--- src/rtl/arbiter_pkg.sv ---
// Shared types and constants for the arbiter_rr block.
package arbiter_pkg;

  typedef enum logic {
    ST_IDLE  = 1'b0,
    ST_GRANT = 1'b1
  } state_e;

  localparam logic MODE_FIXED = 1'b0;
  localparam logic MODE_RR    = 1'b1;

  // Wide enough for any MAX_HOLD up to 255.
  localparam int unsigned HOLD_W = 8;

  // Next index after idx, wrapping modulo n.
  function automatic int unsigned wrap_inc(input int unsigned idx, input int unsigned n);
    return (idx + 1 >= n) ? 0 : idx + 1;
  endfunction

endpackage

--- src/rtl/arb_pick.sv ---
// Combinational winner selection: highest index in fixed mode, first set bit
// at or after start (wrapping) in round-robin mode.
module arb_pick
  import arbiter_pkg::*;
#(
  parameter int unsigned N   = 3,
  parameter int unsigned IDW = $clog2(N)
) (
  input  logic [N-1:0]   req,
  input  logic [IDW-1:0] start,
  input  logic           mode,
  output logic [N-1:0]   win_c,
  output logic [IDW-1:0] idx_c,
  output logic           found_c
);

  logic [2*N-1:0] dbl;
  logic [N-1:0]   rot;
  int unsigned    pos;
  int unsigned    sum;

  always_comb begin
    dbl     = {req, req};
    rot     = N'(dbl >> start);
    pos     = 0;
    sum     = 0;
    idx_c   = '0;
    found_c = |req;
    if (mode == MODE_FIXED) begin
      for (int i = 0; i < int'(N); i++) begin
        if (req[i]) pos = 32'(i);
      end
      idx_c = IDW'(pos);
    end else begin
      // Rotated so bit 0 is the start index; lowest set bit wins.
      for (int i = int'(N) - 1; i >= 0; i--) begin
        if (rot[i]) pos = 32'(i);
      end
      sum = 32'(start) + pos;
      if (sum >= N) sum = sum - N;
      idx_c = IDW'(sum);
    end
    win_c = found_c ? (N'(1) << idx_c) : '0;
  end

endmodule

--- src/rtl/arbiter_rr.sv ---
// N-way arbiter with fixed-priority / round-robin selection and hold-limit
// preemption; all grant outputs are registered.
module arbiter_rr
  import arbiter_pkg::*;
#(
  parameter int unsigned N        = 3,
  parameter int unsigned MAX_HOLD = 4,
  parameter int unsigned IDW      = $clog2(N)
) (
  input  logic           clk,
  input  logic           rst_n,
  input  logic [N-1:0]   req,
  input  logic           mode,
  output logic [N-1:0]   gnt,
  output logic [IDW-1:0] gnt_id,
  output logic           gnt_valid
);

  localparam logic [HOLD_W-1:0] HOLD_LAST = (MAX_HOLD > 0) ? HOLD_W'(MAX_HOLD - 1) : '0;
  localparam logic [IDW-1:0]    LAST_RST  = IDW'(N - 1);

  state_e            state_q, state_d;
  logic [N-1:0]      gnt_q, gnt_d;
  logic [IDW-1:0]    gnt_id_q, gnt_id_d;
  logic              gnt_valid_q, gnt_valid_d;
  logic [HOLD_W-1:0] hold_q, hold_d;
  logic [IDW-1:0]    last_q, last_d;

  logic [N-1:0]   pick_req;
  logic [IDW-1:0] pick_start;
  logic [N-1:0]   pick_win;
  logic [IDW-1:0] pick_idx;
  logic           pick_found;
  logic           holder_req;
  logic           others_req;
  logic           preempt;

  // The holder never competes against itself; in IDLE gnt_q is zero.
  assign pick_req   = req & ~gnt_q;
  assign pick_start = IDW'(wrap_inc(32'(last_q), N));
  assign holder_req = |(req & gnt_q);
  assign others_req = |(req & ~gnt_q);
  assign preempt    = (MAX_HOLD > 0) && (hold_q == HOLD_LAST) && others_req;

  arb_pick #(
    .N   (N),
    .IDW (IDW)
  ) u_pick (
    .req     (pick_req),
    .start   (pick_start),
    .mode    (mode),
    .win_c   (pick_win),
    .idx_c   (pick_idx),
    .found_c (pick_found)
  );

  always_comb begin
    state_d     = state_q;
    gnt_d       = gnt_q;
    gnt_id_d    = gnt_id_q;
    gnt_valid_d = gnt_valid_q;
    hold_d      = hold_q;
    last_d      = last_q;
    unique case (state_q)
      ST_IDLE: begin
        if (pick_found) begin
          state_d     = ST_GRANT;
          gnt_d       = pick_win;
          gnt_id_d    = pick_idx;
          gnt_valid_d = 1'b1;
          hold_d      = '0;
          last_d      = pick_idx;
        end
      end
      ST_GRANT: begin
        if (!holder_req || preempt) begin
          if (pick_found) begin
            gnt_d       = pick_win;
            gnt_id_d    = pick_idx;
            gnt_valid_d = 1'b1;
            hold_d      = '0;
            last_d      = pick_idx;
          end else begin
            state_d     = ST_IDLE;
            gnt_d       = '0;
            gnt_id_d    = '0;
            gnt_valid_d = 1'b0;
            hold_d      = '0;
          end
        end else if (hold_q != HOLD_LAST) begin
          hold_d = HOLD_W'(hold_q + 1'b1);
        end
      end
      default: state_d = ST_IDLE;
    endcase
  end

  always_ff @(posedge clk or negedge rst_n) begin
    if (!rst_n) begin
      state_q     <= ST_IDLE;
      gnt_q       <= '0;
      gnt_id_q    <= '0;
      gnt_valid_q <= 1'b0;
      hold_q      <= '0;
      last_q      <= LAST_RST;
    end else begin
      state_q     <= state_d;
      gnt_q       <= gnt_d;
      gnt_id_q    <= gnt_id_d;
      gnt_valid_q <= gnt_valid_d;
      hold_q      <= hold_d;
      last_q      <= last_d;
    end
  end

  assign gnt       = gnt_q;
  assign gnt_id    = gnt_id_q;
  assign gnt_valid = gnt_valid_q;

endmodule

--- config.mk ---
export PLATFORM = sky130hd
export DESIGN_NAME = arbiter_rr
export DESIGN_NICKNAME = d
export VERILOG_FILES = /design/src/rtl/arbiter_pkg.sv /design/src/rtl/arb_pick.sv /design/src/rtl/arbiter_rr.sv
export SDC_FILE = /design/constraint.sdc
export NUM_CORES = 1
export LEC_CHECK = 0
export CORE_ASPECT_RATIO = 1.1
export CORE_UTILIZATION = 40
export CTS_CLUSTER_SIZE = 16
export DETAILED_ROUTE_END_ITERATION = 16
export SYNTH_ARGS = -nofsm -noshare
export SYNTH_HDL_FRONTEND = slang
export SYNTH_SLANG_ARGS = --single-unit
--- constraint.sdc ---
create_clock -name clk -period 2.7 [get_ports clk]
set_input_delay 0.54 -clock clk [delete_from_list [all_inputs] [get_ports clk]]
set_output_delay 0.54 -clock clk [all_outputs]
set_load 0.02 [all_outputs]
==> impl_metrics.env, run 1 <==
export IMPL_outcome="finished with violations"
export IMPL_violations="negative setup slack"
export IMPL_syn_avg_cell_area_um2=9.817
export IMPL_numCtsBuffers=3
export IMPL_rsz0062_at_grt="yes"
export IMPL_maxUsedRoutingLayer="met4"
export IMPL_fin_nets=153
export IMPL_leakage_nw=0.6659
export IMPL_grt_max_degree=18
export IMPL_syn2layout_area_growth_pct=47.18
export IMPL_critical_path_peak_fanout=5
export IMPL_worst_setup_path_end_kind="register"
export IMPL_hpwlAfterDp_um=1918
export IMPL_critical_path_arrival_ns=2.91
export IMPL_setup_ws_ns=-0.04955
export IMPL_antenna_left=0
export IMPL_fin_crit_sh_pct=101.8
export IMPL_power_w=0.001762
export IMPL_grt_pass1_wl_um=4450
export IMPL_ir_worst_vdd_uv=1040
export IMPL_clk_latency_ns=0.30
export IMPL_dieArea_um2=2759
export IMPL_clock_sinks=17
export IMPL_drt_met1_wl_um=1283
export IMPL_cts_hold_buf=0
export IMPL_die_y_um=54.99
export IMPL_dp_slack_ns=-0.7516
export IMPL_pwr_density_cell_nw_per_um2=1172
export IMPL_clockRootBuffer="clkbuf_4"
export IMPL_die_width_um=50.17
export IMPL_coreArea_um2=2320
export IMPL_dr_wl_met3_um=70
export IMPL_maxCapViolations=0
export IMPL_critPathLaunchType="primary input"
export IMPL_post_synth_num_cell_types=42
export IMPL_slew_headroom_pct=50.26
export IMPL_synth_fp_nets=114
export IMPL_start_util_pct=44.01
export IMPL_grt_usage_pct=22.10
export IMPL_hp_class="register to register"
export IMPL_port_buffers=11
export IMPL_clockBufferDepth=2
export IMPL_io_pins=12
export IMPL_vias=977
export IMPL_drt_initial_drc_count=26
export IMPL_viasPerCell=5.680
export IMPL_drive_gt1_share_pct=42.25
export IMPL_synth_cells=104
export IMPL_gp_congestion=0.8462
export IMPL_ys_ff_latch=17
export IMPL_grt_pass1_vias=972
export IMPL_finalCriticalPeriod_ns=2.750
export IMPL_report_final_slew_viol_count=0
export IMPL_worst_pin_slew_ns=0.7438
export IMPL_grt_overflow_total=0
export IMPL_required_ns=2.87
export IMPL_drtPass1Iterations=4
export IMPL_diodes=0
export IMPL_hold_ws_ns=0.4848
export IMPL_rows=18
export IMPL_wire_per_inst_um=16.03
export IMPL_synth_area_um2=1021
export IMPL_path_class="primary input to register"
export IMPL_synth_warnings=0
export IMPL_final_hold_viol_count=0
export IMPL_clk_pin_slew_ns=0.09
export IMPL_drc=0
export IMPL_cts_tree="done"
export IMPL_fmax_ghz=0.3637
export IMPL_finalClockSkew_ns=0.01031
export IMPL_antenna_found_initial=0
export IMPL_htree_levels=1
export IMPL_ys_seq_area_share_pct=41.79
export IMPL_wirelength_um=2758
export IMPL_setup_viol_count_final=6
export IMPL_wl_met2_um=1363
[path summary, 6_finish.rpt]
path	from	end	slack [ns]	cells past startpoint
setup / recovery	req[1]	gnt_id[0]	-0.05	14
hold / removal	gnt_id[1]	gnt_id[1]	0.48	1
setup reg to reg	gnt[1]	gnt_id[0]	-0.04	13
hold reg to reg	gnt_id[1]	gnt_id[1]	0.48	1
max in group asynchronous	rst_n	last_q[0]	1.51	1
min in group asynchronous	rst_n	state_q	0.67	1
[area by class of cell]
cell class | instances | area [um2]
clock buffer | 3 | 22.52
clock inverter | 1 | 5.005
fill | 187 | 817.0
inverter | 3 | 11.26
multi-input combinational | 84 | 718.2
sequential | 17 | 431.7
tap | 30 | 37.54
timing repair buffer | 34 | 276.5
[worst max-delay path, cell delays in order]
cell and delay [ns]:
buf_2 0.13, nor2b_4 0.14, buf_6 0.12, nor3_4 0.17, a21oi_2 0.06, o31ai_2 0.25, fa_2 0.51, ha_4 0.18
buf_4 0.14, nor2_4 0.13, xnor2_2 0.08, a21oi_2 0.26, buf_4 0.16, o2bb2ai_1 0.05
[cells in the mapped netlist]
| cell | number | share of area (%) |
|---|---|---|
| a311oi_1 | 1 | 0.86 |
| nor3_1 | 4 | 2.0 |
| dfstp_2 | 1 | 2.6 |
| or4b_4 | 1 | 1.3 |
| nor2_1 | 7 | 2.6 |
| a21o_1 | 3 | 2.2 |
| or2_1 | 1 | 0.61 |
| a22o_1 | 3 | 2.6 |
| dfrtp_1 | 16 | 39 |
| o21ai_0 | 5 | 2.5 |
| nand2_1 | 6 | 2.2 |
| and2_1 | 1 | 0.61 |
| o2bb2ai_1 | 1 | 0.86 |
| nand2b_1 | 4 | 2.5 |
| a211oi_2 | 1 | 1.2 |
| or4_1 | 1 | 0.74 |
| a32o_1 | 1 | 0.98 |
| and4_1 | 1 | 0.86 |
| xnor2_1 | 1 | 0.86 |
| nor2b_1 | 4 | 2.5 |
| inv_1 | 3 | 1.1 |
| nand4_1 | 2 | 1.2 |
| fa_1 | 1 | 2.0 |
| ha_1 | 3 | 3.7 |
| a221o_1 | 1 | 0.98 |
| o211a_1 | 1 | 0.98 |
| a222oi_1 | 1 | 0.98 |
| a21oi_2 | 2 | 1.7 |
| o32ai_1 | 1 | 0.86 |
| o41ai_1 | 1 | 0.86 |
| a31oi_1 | 1 | 0.61 |
| nor3b_1 | 1 | 0.74 |
| mux2_2 | 1 | 1.1 |
| mux2i_1 | 1 | 0.98 |
| nor4_1 | 2 | 1.2 |
| o31ai_1 | 2 | 1.5 |
| and3_1 | 1 | 0.61 |
| or3_1 | 5 | 3.1 |
| a221o_2 | 1 | 1.1 |
| a21oi_1 | 6 | 2.9 |
| a22oi_1 | 1 | 0.74 |
| nand3_1 | 3 | 1.5 |
[cell usage in the layout, fill, tap and decap left out, types with 3 or more instances in the layout]
master,n
nand3_1,3
nor2b_4,3
a21o_1,3
o21ai_0,4
a21oi_1,4
a21oi_2,4
buf_4,22
dfrtp_1,12
dfrtp_2,4
nand2_1,6
a22o_1,3
clkdlybuf4s50_1,8
nand2b_4,3
nor2_1,5
clkbuf_4,3
inv_1,3
or3_1,5
[report_power, final]
group | internal (W) | switching, W | total (W)
logic | 0.000644 | 0.000551 | 0.00120
registers | 0.000337 | 0.0000896 | 0.000427
clock network | 0.0000552 | 0.0000844 | 0.000140
[layer usage]
metal / GRT usage [%] / vias up
met5: 0 / -
met4: 8.571 / 0
met3: 2.459 / 5
met2: 38.89 / 14
met1: 28.09 / 475
li1: - / 483
[sequential cells by signal (all words and copies together), names as in the netlist]
| signal | count |
|---|---|
| gnt_id | 2 |
| hold_q | 8 |
| last_q | 2 |
| state_q | 1 |
| gnt | 3 |
| gnt_valid | 1 |
[repair_timing]
item | in CTS | in global routing
resized for setup | 19 | 14
endpoints found under the setup margin | 7 | 7
buffers inserted | 7 | 1
gates cloned | 0 | 0
pin swaps | 13 | 2
[metrics by stage]
step	util (%)	TNS [ns]	instances	cell area, um2
final	64.78	-0.1893	172	1503
after global routing	64.78	-0.9325	172	1503
after CTS	62.35	-0.2500	171	1446
after detailed placement	56.80	-5.039	161	1318
after global placement	56.80	-4.465	161	1318
after floorplan	-	0	104	1050
[logic make-up after synthesis]
group | Yosys count | synth area share [%]
muxes | 2 | 2.083
DFF | 17 | 41.79
xor gates and xnor gates | 1 | 0.8580
AOI/OAI and AO/OA | 33 | 24.39
buffers and inverters | 3 | 1.103
and+or+nand+nor | 44 | 24.14
adders and majority gates | 4 | 5.638
No activity file was read; power rests on OpenSTA's default activity.
==> inputs of run 2 (changes only) <==
- ABC_AREA: unset -> 1
- SYNTH_HIERARCHICAL: unset -> 1
==> impl_metrics.env, run 2 <==
export IMPL_synthAdderAreaFrac_pct=5.474
export IMPL_syn_avg_cell_area_um2=7.072
export IMPL_start_util_pct=42.00
export IMPL_synth_fp_nets=192
export IMPL_maxCapViolations=0
export IMPL_vias=1313
export IMPL_setup_ws_ns=-0.03560
export IMPL_worst_path_max_delay_cell="fa_2"
export IMPL_die_width_um=55.94
export IMPL_leakage_nw=0.9902
export IMPL_drive_gt1_share_pct=45.06
export IMPL_path_cells="nor2_4 -> nand2_2 -> o21ai_4 -> nand2_2 -> a22oi_2 -> ha_2 -> fa_2 -> ha_4 -> nor2_4 -> nand2_2 -> nand3_2 -> nand2_2 -> buf_4 -> nand3_2 -> nand2_1"
export IMPL_crit_top_cell="nand2_2"
export IMPL_synth_top_area_cell="dfrtp_1"
export IMPL_io_pins=12
export IMPL_nFillCells=255
export IMPL_fin_crit_sh_pct=101.3
export IMPL_synth_enable_flop_cells=0
export IMPL_slowest_delay_ns=0.47
export IMPL_clockBufferDepth=2
export IMPL_hpwlAfterDp_um=2021
export IMPL_pwr_density_cell_nw_per_um2=1144
export IMPL_fmax_ghz=0.3656
export IMPL_post_synth_num_cell_types=29
export IMPL_seqPwrFrac_pct=17.0
export IMPL_grt_max_degree=18
export IMPL_switching_share_pct=47.79
export IMPL_grt_pass1_vias=1203
export IMPL_synth_xor_area_share_pct=1.369
export IMPL_synth_top_area_share_pct=31.28
export IMPL_synth_cells=181
export IMPL_wire_per_inst_um=12.64
export IMPL_p_sw_w=0.001056
export IMPL_diodes=0
export IMPL_layout_commonest_cell="nand2_1"
export IMPL_numCtsBuffers=3
export IMPL_finalCriticalPeriod_ns=2.736
export IMPL_slew_headroom_pct=47.09
export IMPL_fin_nets=245
export IMPL_critPathLaunchType="register"
export IMPL_critical_path_arrival_ns=2.92
export IMPL_report_final_slew_viol_count=0
export IMPL_cts_tree="done"
export IMPL_rsz0062_at_grt="yes"
export IMPL_muxShareOfSynthArea_pct=0
export IMPL_synth_area_um2=1280
export IMPL_antenna_left=0
export IMPL_layout_common_cells="nand2_1 (52), buf_4 (37), nand2_2 (19), inv_1 (16), dfrtp_1 (16)"
export IMPL_wirelength_um=3375
export IMPL_die_y_um=61.33
export IMPL_htree_levels=1
export IMPL_gp_congestion=0.7568
export IMPL_top_register="hold_q"
export IMPL_critical_path_peak_fanout=7
export IMPL_synth_compound_area_share_pct=4.888
export IMPL_clk_pin_slew_ns=0.09
export IMPL_grt_usage_pct=19.21
export IMPL_synth_area_leaders="dfrtp_1 (31%), nand2_1 (21%), inv_1 (7.0%)"
export IMPL_largest_register_ffs=8
export IMPL_hp_class="register to register"
export IMPL_ir_worst_vdd_uv=1020
export IMPL_clkPwrFrac_pct=6.2
export IMPL_synth_most_common_cell="nand2_1"
export IMPL_finalClockSkew_ns=0.01091
export IMPL_ys_seq_area_share_pct=33.33
export IMPL_clk_latency_ns=0.29
export IMPL_grt_overflow_total=0
export IMPL_comb_power_share_pct=76.8
export IMPL_synth_common_cells="nand2_1 (70), inv_1 (24), dfrtp_1 (16), nand3_1 (16), nor2_1 (15)"
export IMPL_viasPerCell=4.918
export IMPL_fin_util_pct=63.38
export IMPL_yosys_area_share_simple_pct=46.04
export IMPL_synthArstFlopShare_pct=100.0
export IMPL_synth_top_family_by_area="simple AND/OR/NAND/NOR gates"
export IMPL_drtPass1Iterations=4
export IMPL_port_buffers=11
export IMPL_synth_warnings=6
export IMPL_synth_main_ff_cell="dfrtp_1"
export IMPL_final_hold_viol_count=0
export IMPL_worst_setup_path_end_kind="register"
export IMPL_p_int_w=0.001154
export IMPL_setup_viol_count_final=4
export IMPL_worst_pin_slew_ns=0.7911
export IMPL_drc=0
export IMPL_outcome="finished with violations"
export IMPL_path_buf_inv=1
export IMPL_drt_initial_drc_count=40
export IMPL_instances_no_fill=267
export IMPL_violations="negative setup slack"
export IMPL_clock_sinks=17
export IMPL_antenna_found_initial=0
export IMPL_dieArea_um2=3430
export IMPL_path_class="register to register"
export IMPL_syn2layout_area_growth_pct=50.93
export IMPL_clockRootBuffer="clkbuf_4"
export IMPL_required_ns=2.88
export IMPL_coreArea_um2=3048
export IMPL_crit_family="simple AND/OR/NAND/NOR gates"
export IMPL_rows=21
export IMPL_grt_pass1_wl_um=5078
export IMPL_ys_ff_latch=17
export IMPL_dp_cells=236
-- run 2: kinds of logic (layout without fill, tap and decap cells) --
| logic type | Yosys count | in the layout |
|---|---|---|
| buffers and inverters | 28 | 80 |
| AOI/OAI and AO/OA | 8 | 8 |
| xor gates and xnor gates | 2 | 2 |
| and+or+nand+nor | 121 | 121 |
| DFF | 17 | 17 |
| adders and majority gates | 5 | 5 |
-- run 2: stage by stage --
stage	setup TNS [ns]	power (W)	hold slack, ns	cell area, um2	setup WS, ns
global route	-0.7128	0.002392	0.5183	1932	-0.1359
global placement	-2.927	0.001441	0.4602	1506	-0.5044
CTS	-0.01997	0.001839	0.4873	1774	-0.01406
finish	-0.09460	0.002210	0.4798	1932	-0.03560
detailed placement	-3.672	0.001489	0.4625	1506	-0.6060
floorplan	0	0.001124	0.2444	1280	0.1084
-- run 2: worst paths after layout --
kind / start / to / slack [ns] / cells after the start
max: last_q[0] / last_q[0] / -0.04 / 15
min: gnt_id[0] / gnt_id[0] / 0.48 / 2
max reg2reg: last_q[0] / last_q[0] / -0.04 / 15
min reg2reg: gnt_id[0] / gnt_id[0] / 0.48 / 2
max in group asynchronous: rst_n / hold_q[0] / 1.50 / 1
min in group asynchronous: rst_n / state_q / 0.70 / 1
-- run 2: area by class of cell --
type	instances	area [um2]	area share (%)
clock inverters	1	5.005	0.2591
flip-flops and latches	17	426.7	22.09
well taps	34	42.54	2.202
clock buffers	3	22.52	1.166
inverters	26	102.6	5.311
multi-input cells	136	924.6	47.86
repair buffers	50	407.9	21.11
-- run 2: power by group through the flow --
| stage | clock [W] | sequential (W) | combinational, W |
|---|---|---|---|
| after floorplan | 0 | 0.000412 | 0.000712 |
| after global placement | 0 | 0.000368 | 0.00107 |
| after detailed placement | 0 | 0.000370 | 0.00112 |
| after CTS | 0.000143 | 0.000373 | 0.00132 |
| after global routing | 0.000155 | 0.000385 | 0.00185 |
| final | 0.000137 | 0.000376 | 0.00170 |
-- run 2: layer usage --
layer | share of wire [%] | up-vias | track usage (%)
met1 | 42 | 626 | 23.08
met5 | 0 | - | 0
met4 | 3.0 | 0 | 10.80
met3 | 2.2 | 10 | 3.992
met2 | 52 | 16 | 33.05
li1 | - | 661 | -
-- run 2: worst register-to-register path, stage by stage (launching register included) --
cell and delay, ns:
dfrtp_1 0.43, nor2_4 0.29, nand2_2 0.14, o21ai_4 0.10
nand2_2 0.08, a22oi_2 0.13, ha_2 0.20, fa_2 0.47
ha_4 0.20, nor2_4 0.10, nand2_2 0.06, nand3_2 0.09
nand2_2 0.06, buf_4 0.13, nand3_2 0.08, nand2_1 0.06
-- run 2: what timing repair did --
item | in CTS | in global routing
hold buffers | 0 | 0
gates cloned | 0 | 0
buffers inserted | 26 | 5
endpoints found under the setup margin | 7 | 17
pin swaps | 16 | 27
gates resized for setup | 23 | 40
==> inputs of run 3 (changes only) <==
- CTS_CLUSTER_DIAMETER: unset -> 120
- PLACE_DENSITY: unset -> 0.6
==> results of run 3 <==
Final layout, timing and power as in run 2 (identical DEF).
